<file path="src/rtl/mesh_network_interface.sv">
// Endpoint network interface for a mesh router LOCAL port.
// TX: core flits are queued and injected as {addr,data} router flits.
// RX: ejected flits are queued for the core, with a destination check against this node.
// Also provides saturating flit counters, a sticky misroute flag and an injection-stall watchdog.
`timescale 1ns/1ps

module mesh_network_interface #(
    parameter int DATA_WIDTH   = 32,
    parameter int ADDR_WIDTH   = 8,
    parameter int X_ADDR_WIDTH = 4,
    parameter int Y_ADDR_WIDTH = 4,
    parameter int TX_DEPTH     = 4,
    parameter int RX_DEPTH     = 4,
    parameter int COUNT_WIDTH  = 16,
    parameter int STALL_LIMIT  = 64
) (
    input  logic                    clk,
    input  logic                    rst_n,
    input  logic [X_ADDR_WIDTH-1:0] local_x_addr,
    input  logic [Y_ADDR_WIDTH-1:0] local_y_addr,
    input  logic                    tx_valid_i,
    input  logic [X_ADDR_WIDTH-1:0] tx_dest_x_i,
    input  logic [Y_ADDR_WIDTH-1:0] tx_dest_y_i,
    input  logic [DATA_WIDTH-1:0]   tx_data_i,
    output logic                    tx_ready_o,
    output logic                    net_valid_o,
    output logic [DATA_WIDTH-1:0]   net_data_o,
    output logic [ADDR_WIDTH-1:0]   net_addr_o,
    input  logic                    net_ready_i,
    input  logic                    net_valid_i,
    input  logic [DATA_WIDTH-1:0]   net_data_i,
    input  logic [ADDR_WIDTH-1:0]   net_addr_i,
    output logic                    net_ready_o,
    output logic                    rx_valid_o,
    output logic [DATA_WIDTH-1:0]   rx_data_o,
    output logic [ADDR_WIDTH-1:0]   rx_addr_o,
    input  logic                    rx_ready_i,
    input  logic                    clear_i,
    output logic [COUNT_WIDTH-1:0]  tx_count_o,
    output logic [COUNT_WIDTH-1:0]  rx_count_o,
    output logic                    misroute_o,
    output logic                    stall_o
);

    localparam int TX_PW   = $clog2(TX_DEPTH);
    localparam int RX_PW   = $clog2(RX_DEPTH);
    localparam int PAD_W   = ADDR_WIDTH - X_ADDR_WIDTH - Y_ADDR_WIDTH;
    localparam int STALL_W = $clog2(STALL_LIMIT + 1);

    localparam logic [TX_PW:0]       TX_FULL   = (TX_PW + 1)'(TX_DEPTH);
    localparam logic [RX_PW:0]       RX_FULL   = (RX_PW + 1)'(RX_DEPTH);
    localparam logic [STALL_W-1:0]   STALL_MAX = STALL_W'(STALL_LIMIT);

    logic [ADDR_WIDTH-1:0]   tx_addr_mem [TX_DEPTH];
    logic [DATA_WIDTH-1:0]   tx_data_mem [TX_DEPTH];
    logic [TX_PW-1:0]        tx_wr_ptr;
    logic [TX_PW-1:0]        tx_rd_ptr;
    logic [TX_PW:0]          tx_cnt;

    logic [ADDR_WIDTH-1:0]   rx_addr_mem [RX_DEPTH];
    logic [DATA_WIDTH-1:0]   rx_data_mem [RX_DEPTH];
    logic [RX_PW-1:0]        rx_wr_ptr;
    logic [RX_PW-1:0]        rx_rd_ptr;
    logic [RX_PW:0]          rx_cnt;

    logic                    tx_push;
    logic                    tx_pop;
    logic                    rx_push;
    logic                    rx_pop;
    logic [ADDR_WIDTH-1:0]   tx_addr_packed;
    logic [X_ADDR_WIDTH-1:0] rx_x;
    logic [Y_ADDR_WIDTH-1:0] rx_y;
    logic                    rx_misrouted;
    logic [STALL_W-1:0]      stall_cnt;

    // Coordinates occupy the address MSBs, X above Y; any remaining low bits are zero.
    assign tx_addr_packed = ADDR_WIDTH'({tx_dest_x_i, tx_dest_y_i}) << PAD_W;
    assign rx_x           = net_addr_i[ADDR_WIDTH-1 -: X_ADDR_WIDTH];
    assign rx_y           = net_addr_i[ADDR_WIDTH-X_ADDR_WIDTH-1 -: Y_ADDR_WIDTH];
    assign rx_misrouted   = ({rx_x, rx_y} != {local_x_addr, local_y_addr});

    // Readies come only from registered occupancy, so the router's valid can depend on them safely.
    assign tx_ready_o  = (tx_cnt != TX_FULL);
    assign net_ready_o = (rx_cnt != RX_FULL);
    assign net_valid_o = (tx_cnt != '0);
    assign rx_valid_o  = (rx_cnt != '0);

    assign tx_push = tx_valid_i  && tx_ready_o;
    assign tx_pop  = net_valid_o && net_ready_i;
    assign rx_push = net_valid_i && net_ready_o;
    assign rx_pop  = rx_valid_o  && rx_ready_i;

    // Payload outputs are forced to zero while the matching valid is low.
    assign net_data_o = net_valid_o ? tx_data_mem[tx_rd_ptr] : '0;
    assign net_addr_o = net_valid_o ? tx_addr_mem[tx_rd_ptr] : '0;
    assign rx_data_o  = rx_valid_o  ? rx_data_mem[rx_rd_ptr] : '0;
    assign rx_addr_o  = rx_valid_o  ? rx_addr_mem[rx_rd_ptr] : '0;

    assign stall_o = (stall_cnt == STALL_MAX);

    // FIFO storage; contents need no reset because the outputs are masked by occupancy.
    always_ff @(posedge clk) begin
        if (tx_push) begin
            tx_addr_mem[tx_wr_ptr] <= tx_addr_packed;
            tx_data_mem[tx_wr_ptr] <= tx_data_i;
        end
        if (rx_push) begin
            rx_addr_mem[rx_wr_ptr] <= net_addr_i;
            rx_data_mem[rx_wr_ptr] <= net_data_i;
        end
    end

    // TX FIFO pointers and occupancy.
    always_ff @(posedge clk or negedge rst_n) begin
        if (!rst_n) begin
            tx_wr_ptr <= '0;
            tx_rd_ptr <= '0;
            tx_cnt    <= '0;
        end else begin
            if (tx_push) tx_wr_ptr <= tx_wr_ptr + 1'b1;
            if (tx_pop)  tx_rd_ptr <= tx_rd_ptr + 1'b1;
            case ({tx_push, tx_pop})
                2'b10:   tx_cnt <= tx_cnt + 1'b1;
                2'b01:   tx_cnt <= tx_cnt - 1'b1;
                default: tx_cnt <= tx_cnt;
            endcase
        end
    end

    // RX FIFO pointers and occupancy.
    always_ff @(posedge clk or negedge rst_n) begin
        if (!rst_n) begin
            rx_wr_ptr <= '0;
            rx_rd_ptr <= '0;
            rx_cnt    <= '0;
        end else begin
            if (rx_push) rx_wr_ptr <= rx_wr_ptr + 1'b1;
            if (rx_pop)  rx_rd_ptr <= rx_rd_ptr + 1'b1;
            case ({rx_push, rx_pop})
                2'b10:   rx_cnt <= rx_cnt + 1'b1;
                2'b01:   rx_cnt <= rx_cnt - 1'b1;
                default: rx_cnt <= rx_cnt;
            endcase
        end
    end

    // Saturating flit counters and sticky misroute flag; clear wins over a same-cycle update.
    always_ff @(posedge clk or negedge rst_n) begin
        if (!rst_n) begin
            tx_count_o <= '0;
            rx_count_o <= '0;
            misroute_o <= 1'b0;
        end else if (clear_i) begin
            tx_count_o <= '0;
            rx_count_o <= '0;
            misroute_o <= 1'b0;
        end else begin
            if (tx_pop && (tx_count_o != '1)) tx_count_o <= tx_count_o + 1'b1;
            if (rx_push && (rx_count_o != '1)) rx_count_o <= rx_count_o + 1'b1;
            if (rx_push && rx_misrouted) misroute_o <= 1'b1;
        end
    end

    // Injection-stall watchdog: counts blocked-head cycles, restarts whenever the head moves or TX drains.
    always_ff @(posedge clk or negedge rst_n) begin
        if (!rst_n) begin
            stall_cnt <= '0;
        end else if (!net_valid_o || tx_pop) begin
            stall_cnt <= '0;
        end else if (stall_cnt != STALL_MAX) begin
            stall_cnt <= stall_cnt + 1'b1;
        end
    end

endmodule

</file>
<file path="config.mk">
export PLATFORM = sky130hd
export DESIGN_NAME = mesh_network_interface
export DESIGN_NICKNAME = d
export VERILOG_FILES = /design/src/rtl/mesh_network_interface.sv
export SDC_FILE = /design/constraint.sdc
export NUM_CORES = 1
export LEC_CHECK = 0
export ABC_AREA = 1
export CAP_MARGIN = 40
export CORE_MARGIN = 8
export CORE_UTILIZATION = 59
export CTS_CLUSTER_SIZE = 24
export DETAILED_ROUTE_END_ITERATION = 12
export GPL_TIMING_DRIVEN = 0
export PLACE_DENSITY_LB_ADDON = 0.1
export SYNTH_ARGS = -nofsm -noshare
export SYNTH_HDL_FRONTEND = slang
export SYNTH_SLANG_ARGS = --single-unit
</file>
<file path="constraint.sdc">
create_clock -name clk -period 5.1 [get_ports clk]
set_input_delay 0.765 -clock clk [delete_from_list [all_inputs] [get_ports clk]]
set_output_delay 0.765 -clock clk [all_outputs]
set_load 0.01 [all_outputs]
</file>
==> results of run 1 <==
per-layer routing:
layer,routed length (um),track usage,vias to the layer above
met5,65,0,-
met4,949,0.0699,10
met3,3390,0.0559,82
met2,18500,0.399,477
met1,14600,0.286,5309
li1,-,-,5272
synth_stat cells (all sizes together) (3+ instances only):
cell / count
a21oi: 90
buf: 21
clkbuf: 43
dfrtp: 54
edfxtp: 320
ha: 14
inv: 65
nand2: 126
nand3: 28
nand3b: 3
nand4: 10
nor2: 376
nor3: 4
o21ai: 191
xnor2: 8
xor2: 18
logic make-up (layout without fill, tap and decap cells):
group | count (synthesis) | in the layout | share of synthesized area
XOR/XNOR | 26 | 26 | 0.0146
AND/OR/NAND/NOR | 550 | 550 | 0.143
flip-flops | 374 | 374 | 0.703
adder cells (fa/ha/maj) | 16 | 16 | 0.0138
multiplexers | 1 | 1 | 0.000642
AO/OA/AOI/OAI | 284 | 284 | 0.0919
other | 0 | 1 | 0
buffers and inverters | 129 | 417 | 0.0328
per-stage QoR:
| step | worst slack, ns | std cells |
|---|---|---|
| 2_1_floorplan | 2.03 | 1380 |
| 3_3_place_gp | 0.175 | 1926 |
| 3_5_place_dp | 2.03 | 1936 |
| 4_1_cts | 1.50 | 2003 |
| 5_1_grt | 1.36 | 2004 |
| 6_report | 1.46 | 2004 |
power breakdown:
group	internal (W)	leakage [nW]	switching [W]	total, W
Clock	0.00150	0.566	0.00110	0.00260
Combinational	0.00187	2.76	0.00272	0.00459
Sequential	0.00395	3.65	0.000149	0.00410
final cells by class:
type                    count  area, um2  share of cell area
flip-flops and latches    374      11000               0.561
clock buffers              46       1000              0.0513
repair buffers            221       2300               0.118
plain buffers              64        268              0.0137
diodes                      1       2.50            0.000128
clock inverters            21        155             0.00795
well taps                 335        419              0.0215
multi-input cells         877       4180               0.214
inverters                  65        244              0.0125
state kept, by name, indices dropped and copies added (netlist names), 3 cells and up:
signal / flops
stall_cnt: 7
tx_addr_mem: 32
rx_data_mem: 128
rx_addr_mem: 32
rx_count_o: 16
tx_data_mem: 128
tx_cnt: 3
rx_cnt: 3
tx_count_o: 16
final timing paths:
path | from | endpoint | cells past startpoint | slack, ns
min reg2reg | tx_cnt[0]$_DFFE_PN0P_ | tx_cnt[0]$_DFFE_PN0P_ | 1 | 0.49
min | rst_n | tx_count_o[6]$_DFFE_PN0P_ | 1 | 0.33
min in group clk | tx_cnt[0]$_DFFE_PN0P_ | tx_cnt[0]$_DFFE_PN0P_ | 1 | 0.49
max | tx_rd_ptr[0]$_DFFE_PN0P_ | net_data_o[30] | 6 | 1.46
max reg2reg | tx_cnt[0]$_DFFE_PN0P_ | tx_cnt[2]$_DFFE_PN0P_ | 9 | 2.82
max in group asynchronous | rst_n | tx_cnt[2]$_DFFE_PN0P_ | 2 | 4.20
worst max-delay path, stage by stage (launching register included):
cell             delay, ns
dfrtp_1               0.36
clkbuf_1              0.23
inv_2                 0.22
clkbuf_1              0.41
o21ai_0               0.19
a21oi_1               0.34
clkdlybuf4s50_1       0.61
==> summary.md, run 1 <==
| Metric | Value |
|---|---|
| Max clock buf depth | `3` |
| Cell count after synthesis | `1380` |
| DPL Wire Length | `25100 um` |
| Global router's overall resource usage | `0.232` |
| Largest net degree at the start of global routing | `33` |
| Post-synth top flop | `edfxtp_1` |
| I/O pin count | `213` |
| Critical path peak fanout | `10` |
| CTS Sinks | `374` |
| Yosys cell types | `31` |
| Fill count | `1713` |
| Die W | `179 um` |
| Crit share post-route | `0.714` |
| Status | `completed` |
| Num CTS Buffers | `37` |
| Most frequent cells in the layout | `nor2_1, edfxtp_1, clkdlybuf4s50_1` |
| Row cnt | `59` |
| Max Transition Viols Final | `0` |
| CTS tree | `done` |
| Clk_skew | `0.0107 ns` |
| Finish-stage setup viols | `0` |
| Critical path class | `reg2out` |
| Post-CTS setup buffers | `0` |
| Synth top area share | `0.616` |
| Initial DRC Count | `1056` |
| I/O Buffers | `211` |
| Max IR drop VDD | `0.490 mV` |
| Antenna violations before repair | `6` |
| Post-Synthesis Cell Area | `15600 um2` |
| RSZ-0062 raised after global routing | `no` |
| Data arrival, critical path | `2.88 ns` |
| PostCTS Resize Cnt | `0` |
| Ratio of cells with drive above 1 in the final layout | `0.0600` |
| Cell Area, Placed | `18400 um2` |
| Yosys synthesis warning count | `0` |
| Final Cell Area | `19500 um2` |
| Die ar. | `31900 um2` |
| Setup tns final | `0 ns` |
| GPL Wtd Cong | `0.859` |
| Number of synthesized flops with an enable pin | `320` |
| Post-synth ARST share | `0.144` |
| Root buffer cell | `clkbuf_16` |
| Slew at the pin with the worst max-slew slack | `0.776 ns` |
| Final Power | `0.0113 W` |
| Relative max-transition margin | `0.483` |
| Vias in the first global route | `11000` |
| H-tree Lvls | `2` |
| Fmax | `275 MHz` |
| DRC viols | `0` |
| Initial Util | `0.600` |
| Hold Path Class | `in2async` |
| Fin crit period | `3.64 ns` |
| First-pass GRT wire length | `57400 um` |
| Critical Path Sink Type | `output port` |
| Via count | `11200` |
| Final Hold Viols | `0` |
| Crit path required time | `4.34 ns` |
| Most common cell after layout, fill and taps aside | `nor2_1` |
| Seq/Total Area, Yosys | `0.703` |
| Nets@finish | `1751` |
| First-pass iteration count of the detailed router | `8` |
| Overflow after GRT | `0` |
| Final Util | `0.751` |
| Leakage power | `6.98 nW` |
| Routed WL | `37500 um` |
| Clock slew at reported path FFs | `0.06 ns` |
| Die Span Y | `179 um` |
| Critical path launch point type | `register` |
| #FFs+latches synth | `374` |
| Pwr dens | `578 nW/um2` |
| Synth top area cells | `edfxtp_1, nor2_1, dfrtp_1` |
| Post-synth net total | `1491` |
| Post-synthesis area per instance | `11.3 um2` |
| Area delta synth->final | `25.3%` |
| Clk_lat worst skew | `0.51 ns` |
| Post-CTS Hold Buffers | `0` |
| Total core area | `26000 um2` |
| Antenna-violating nets left | `0` |
| Vias per inst | `5.56` |
| Area leader, netlist | `edfxtp_1` |
| Worst hold slack | `0.329 ns` |
| Max cap viols | `0` |
| Drt wl/cell | `18.7 um` |
Power figures use the tool's default switching activity.
==> inputs of run 2 (changes only) <==
- CORE_UTILIZATION: 59 -> 55
- clock period: 5.1 -> 3.8 ns (I/O delays scaled with it)
==> summary.md, run 2 (synthesized netlist as in run 1, its figures left out) <==
| Metric | Value |
|---|---|
| Die W | `184 um` |
| Finish-stage setup viols | `0` |
| GPL Wtd Cong | `0.822` |
| Root buffer cell | `clkbuf_16` |
| Nets@finish | `1753` |
| Die ar. | `34000 um2` |
| Final worst setup slack | `0.417 ns` |
| Fmax | `296 MHz` |
| Row cnt | `61` |
| Area delta synth->final | `26.1%` |
| R2r worst-path depth | `9` |
| Final Power | `0.0153 W` |
| Critical path class | `reg2out` |
| Register area | `11000 um2` |
| Hold Path Class | `in2async` |
| Leakage power | `7.01 nW` |
| Routed WL | `37800 um` |
| RSZ-0062 raised after global routing | `no` |
| Critical Path Sink Type | `output port` |
| DPL Wire Length | `24700 um` |
| Data arrival, critical path | `2.81 ns` |
| Final Hold Viols | `0` |
| DRC viols | `0` |
| Max cap viols | `0` |
| Diodes inserted | `0` |
| First-pass GRT wire length | `58800 um` |
| Drt wl/cell | `18.4 um` |
| Clk_lat worst skew | `0.53 ns` |
| Max clock buf depth | `3` |
| Status | `completed` |
| Via count | `11000` |
| Int Power | `0.00996 W` |
| PostCTS Resize Cnt | `0` |
| First-pass iteration count of the detailed router | `5` |
| Net switching power | `0.00538 W` |
| Post-CTS setup buffers | `0` |
| Critical path peak fanout | `10` |
| Switch share | `0.351` |
| Pre-CTS setup slack | `0.957 ns` |
| Initial DRC Count | `775` |
| Clk_skew | `0.0214 ns` |
| Max Transition Viols Final | `0` |
| Combinational power share | `0.402` |
| Max IR drop VDD | `0.467 mV` |
| Pwr dens | `781 nW/um2` |
| Overflow after GRT | `0` |
| Seq pwr share | `0.358` |
| Most common cell after layout, fill and taps aside | `nor2_1` |
| Critical path launch point type | `register` |
| Regs by FF count | `rx_data_mem x128, tx_data_mem x128` |
| Fill count | `1948` |
| Clock Power Share | `0.239` |
| Global router's overall resource usage | `0.220` |
| Largest net degree at the start of global routing | `32` |
| Slew at the pin with the worst max-slew slack | `0.716 ns` |
| Vias per inst | `5.38` |
| CTS tree | `done` |
| Ratio of cells with drive above 1 in the final layout | `0.0628` |
| Vias in the first global route | `11000` |
| I/O pin count | `213` |
| Worst hold slack | `0.0533 ns` |
| I/O Buffers | `211` |
| Most frequent cells in the layout | `nor2_1, edfxtp_1, clkdlybuf4s50_1` |
| Relative max-transition margin | `0.522` |
| CTS Sinks | `374` |
| Num CTS Buffers | `39` |
| Fin crit period | `3.38 ns` |
| Crit share post-route | `0.890` |
| H-tree Lvls | `2` |
| Antenna-violating nets left | `0` |
| Antenna violations before repair | `0` |
| Crit path required time | `3.23 ns` |
| Multi-input gate area | `4180 um2` |
| Post-CTS Hold Buffers | `0` |
| Clock slew at reported path FFs | `0.06 ns` |
| Total core area | `27900 um2` |
| Die Span Y | `184 um` |
| Initial Util | `0.560` |
==> run 2: changes by cell type in the layout (fill, tap and decap cells not counted), moves of 2 or more <==
cell      change
clkbuf_8      +3
clkbuf_1      +2
clkinv_1      -2
clkinv_8      +2
==> run 2: critical path: stages (launching register included) <==
cell,delay (ns)
dfrtp_1,0.36
clkbuf_1,0.22
inv_2,0.22
clkbuf_1,0.41
o21ai_0,0.18
a21oi_1,0.30
clkdlybuf4s50_1,0.61
==> run 2: stage by stage <==
step,utilization,setup TNS [ns],cells,area [um2]
3_5_place_dp,0.661,0,1979,18400
3_3_place_gp,0.652,-277.89,1969,18200
4_1_cts,0.706,0,2051,19700
6_report,0.706,0,2051,19700
2_1_floorplan,-,0,1380,15600
5_1_grt,0.706,0,2051,19700
==> run 2: final timing paths <==
| path | end | from | slack [ns] |
|---|---|---|---|
| setup / recovery | net_data_o[21] | tx_rd_ptr[0]$_DFFE_PN0P_ | 0.42 |
| hold / removal | tx_count_o[9]$_DFFE_PN0P_ | rst_n | 0.05 |
| setup reg to reg | tx_cnt[2]$_DFFE_PN0P_ | tx_cnt[0]$_DFFE_PN0P_ | 1.50 |
| hold reg to reg | tx_cnt[0]$_DFFE_PN0P_ | tx_cnt[0]$_DFFE_PN0P_ | 0.49 |
| max in group asynchronous | tx_wr_ptr[0]$_DFFE_PN0P_ | rst_n | 3.17 |
| min in group clk | misroute_o$_DFFE_PN0P_ | clear_i | 0.44 |
==> run 2: power by group through the flow <==
| stage | combinational, W | sequential [W] | clock [W] |
|---|---|---|---|
| 6_report | 0.00618 | 0.00550 | 0.00367 |
| 4_1_cts | 0.00624 | 0.00550 | 0.00373 |
| 2_1_floorplan | 0.00311 | 0.00558 | 0 |
| 3_3_place_gp | 0.00590 | 0.00563 | 0 |
| 5_1_grt | 0.00675 | 0.00556 | 0.00390 |
| 3_5_place_dp | 0.00617 | 0.00558 | 0 |
==> run 2: layer usage <==
layer	part of all wire	global-route usage	wire [um]	up-vias
met2	0.49	0.368	18700	415
met5	0	0	0	-
met1	0.42	0.294	15900	5308
met3	0.070	0.0345	2650	45
li1	-	-	-	5274
met4	0.016	0.0636	603	0
==> run 2: area by class of cell <==
type,instances,share of cell area
buffer,64,0.0136
clock buffer,52,0.0547
clock inverter,20,0.00885
inverter,65,0.0124
multi-input combinational,877,0.212
sequential,374,0.557
tap,378,0.0241
timing repair buffer,221,0.117
==> RTL change, RTL diff (settings of run 2) <==
Register the output `tx_count_o` once more; this adds one clock of latency there. The other outputs are not delayed to match.
--- a/src/rtl/mesh_network_interface.sv
+++ b/src/rtl/mesh_network_interface.sv
@@ -51,4 +51,6 @@
     localparam logic [RX_PW:0]       RX_FULL   = (RX_PW + 1)'(RX_DEPTH);
     localparam logic [STALL_W-1:0]   STALL_MAX = STALL_W'(STALL_LIMIT);
+
+    logic [COUNT_WIDTH-1:0] tx_count_s0;
 
     logic [ADDR_WIDTH-1:0]   tx_addr_mem [TX_DEPTH];
@@ -148,13 +150,13 @@
     always_ff @(posedge clk or negedge rst_n) begin
         if (!rst_n) begin
-            tx_count_o <= '0;
+            tx_count_s0 <= '0;
             rx_count_o <= '0;
             misroute_o <= 1'b0;
         end else if (clear_i) begin
-            tx_count_o <= '0;
+            tx_count_s0 <= '0;
             rx_count_o <= '0;
             misroute_o <= 1'b0;
         end else begin
-            if (tx_pop && (tx_count_o != '1)) tx_count_o <= tx_count_o + 1'b1;
+            if (tx_pop && (tx_count_s0 != '1)) tx_count_s0 <= tx_count_s0 + 1'b1;
             if (rx_push && (rx_count_o != '1)) rx_count_o <= rx_count_o + 1'b1;
             if (rx_push && rx_misrouted) misroute_o <= 1'b1;
@@ -173,4 +175,8 @@
     end
 
+    always_ff @(posedge clk) begin
+        tx_count_o <= tx_count_s0;
+    end
+
 endmodule
 
Check against the original RTL: not equivalent (Yosys sat finds a counterexample within 4 cycles, from zero or initial values and one cycle with rst_n low).
==> RTL change against run 2 <==
Total power grew 1.1%; via count grew 1.7%; critical endpoint is now net_data_o[7]; sequential cell count grew 16; clock skew shrank 0.011 ns; largest cell class unchanged; non-clock buffer count grew 5; critical path type unchanged; worst setup slack gained 0.010 ns; wire length grew 0.74%; register-to-register slack lost 0.05 ns; sequential power grew 3%; synthesized area grew 2.3%; design area grew 2.2%.
==> RTL change: results (changes against run 2) <==
outcome:
  status: "completed"  # unchanged
placement:
  io_buffers: 212  # was 211
  gp_congestion: 0.843  # was 0.822
  dp.cells: 2019  # was 1979
  dpl.hpwl_um: 25000  # was 24700 um
global_routing:
  grt_usage_pct: 21.9  # was 22.0%
  grt_max_degree: 31  # was 32
  grt_pass1_wl_um: 59500  # was 58800 um
  antenna_found_initial: 7  # was 0
synth:
  yosys_warnings: 0  # unchanged
  ys_seq_area_share_pct: 70.8  # was 70.3%
  yosys-top-cells-area: "edfxtp_1 60%, nor2_1 8.7%, dfrtp_1 8.5%"  # was edfxtp_1 62%, nor2_1 8.8%, dfrtp_1 8.7%
  synth_nets: 1522  # was 1491
  ys_top_cells_by_count: "369 x nor2_1, 320 x edfxtp_1, 157 x o21ai_0"  # was 367 x nor2_1, 320 x edfxtp_1, 166 x o21ai_0
  ys.flop_type: "edfxtp_1"  # unchanged
  synth_edf_count: 320  # unchanged
  synth_cell_types: 31  # unchanged
  netlist_instances: 1411  # was 1380
  async_flop_share_pct: 13.8  # was 14.4%
detailed_routing:
  drtIter0Drc: 897  # was 775
  drtPass1Iterations: 5  # unchanged
  routed_wl_um: 38100  # was 37800 um
  viasPerCell: 5.36  # was 5.38
  num_vias: 11200  # was 11000
finish:
  layout-drive-gt1-share_pct: 6.27  # was 6.28%
  reg_top3: "rx_data_mem x128, tx_data_mem x128"  # unchanged
  fin_nets: 1788  # was 1753
setup_path:
  slowest_stage: "clkdlybuf4s50_1"  # unchanged
  r2r_slack_ns: 1.45  # was 1.50 ns
  critPathMaxStageDelay_ns: 0.61  # about the same
  worstPathMaxFanout: 10  # unchanged
  r2r_cells: 9  # unchanged
  arrival_ns: 2.80  # was 2.81 ns
timing:
  slew_headroom_pct: 47.6  # was 52.2%
  fin_worst_skew_ns: 0.00994  # was 0.0214 ns
clock_tree:
  clk_latency_ns: 0.52
  htreeDepth: 2  # unchanged
  path_clk_slew_ns: 0.06  # about the same
  cts_inserted_buffers: 40  # was 39
  cts_root_buf: "clkbuf_16"  # unchanged
  postCtsSetupBuffers: 0  # unchanged
power_and_ir_drop:
  power.switching_mw: 5.40  # was 5.38 mW
  ir_drop_uv: 537  # was 467 uV
  p_leak_nw: 7.23  # was 7.01 nW
[RTL change: cell types whose count changed after synthesis, sizes merged, moves of 2 or more]
cell and delta:
buf -2, nand3b -2, o21ai -5, clkbuf +4
inv +2, nand3 +26, xor2 -4, dfxtp +16
nand2 -7, nor3 -2, a21oi +5
[RTL change: cell families after synthesis]
kind of cell / Yosys count / share of synthesized area, %
AND/OR/NAND/NOR: 566 / 14.4
buffers and inverters: 133 / 3.28
adder cells (fa/ha/maj): 16 / 1.35
flip-flops: 390 / 70.8
AO/OA/AOI/OAI: 283 / 8.92
XOR/XNOR: 23 / 1.26
[RTL change: cell type report]
type,count,area [sq um]
Inverter,67,251
Buffer,66,272
Clock inverter,23,146
Tap cell,384,480
Fill cell,2042,8530
Sequential cell,390,11300
Antenna cell,4,10.0
Clock buffer,49,1070
Timing Repair Buffer,224,2390
Multi-Input combinational cell,888,4200
[RTL change: path summary, 6_finish.rpt]
| path | from | endpoint |
|---|---|---|
| setup reg to reg | tx_cnt[0]$_DFFE_PN0P_ | tx_cnt[2]$_DFFE_PN0P_ |
| setup / recovery | tx_rd_ptr[0]$_DFFE_PN0P_ | net_data_o[7] |
| hold / removal | rst_n | tx_count_s0[9]$_DFFE_PN0P_ |
| hold reg to reg | tx_count_s0[14]$_DFFE_PN0P_ | tx_count_o[14]$_DFF_P_ |
| max in group asynchronous | rst_n | rx_wr_ptr[0]$_DFFE_PN0P_ |
| min in group clk | tx_count_s0[14]$_DFFE_PN0P_ | tx_count_o[14]$_DFF_P_ |
[RTL change: stage by stage]
stage / total power, mW / hold WS, ns / area (sq um) / setup slack (ns) / util, %
detailed placement: 12.0 / 0.420 / 18900 / 0.980 / 65.9
floorplan: 8.89 / 0.274 / 15900 / 0.891 / -
global route: 16.5 / 0.150 / 20100 / 0.265 / 70.2
finish: 15.5 / 0.110 / 20100 / 0.427 / 70.2
global placement: 11.8 / 0.412 / 18500 / -1.03 / 64.8
CTS: 15.7 / 0.118 / 20100 / 0.402 / 70.2
[RTL change: power by group through the flow]
stage	registers, mW	logic (mW)	clock network (mW)
after floorplan	5.76	3.13	0
after global placement	5.82	5.93	0
after detailed placement	5.76	6.23	0
after CTS	5.68	6.28	3.70
after global routing	5.73	6.86	3.88
final	5.68	6.20	3.64
[RTL change: routing by layer]
| metal | up-vias | wire length (um) | track usage, % |
|---|---|---|---|
| li1 | 5397 | - | - |
| met1 | 5386 | 15200 | 27.4 |
| met2 | 379 | 18900 | 37.6 |
| met3 | 65 | 3050 | 4.53 |
| met4 | 8 | 879 | 7.37 |
| met5 | - | 51 | 0 |
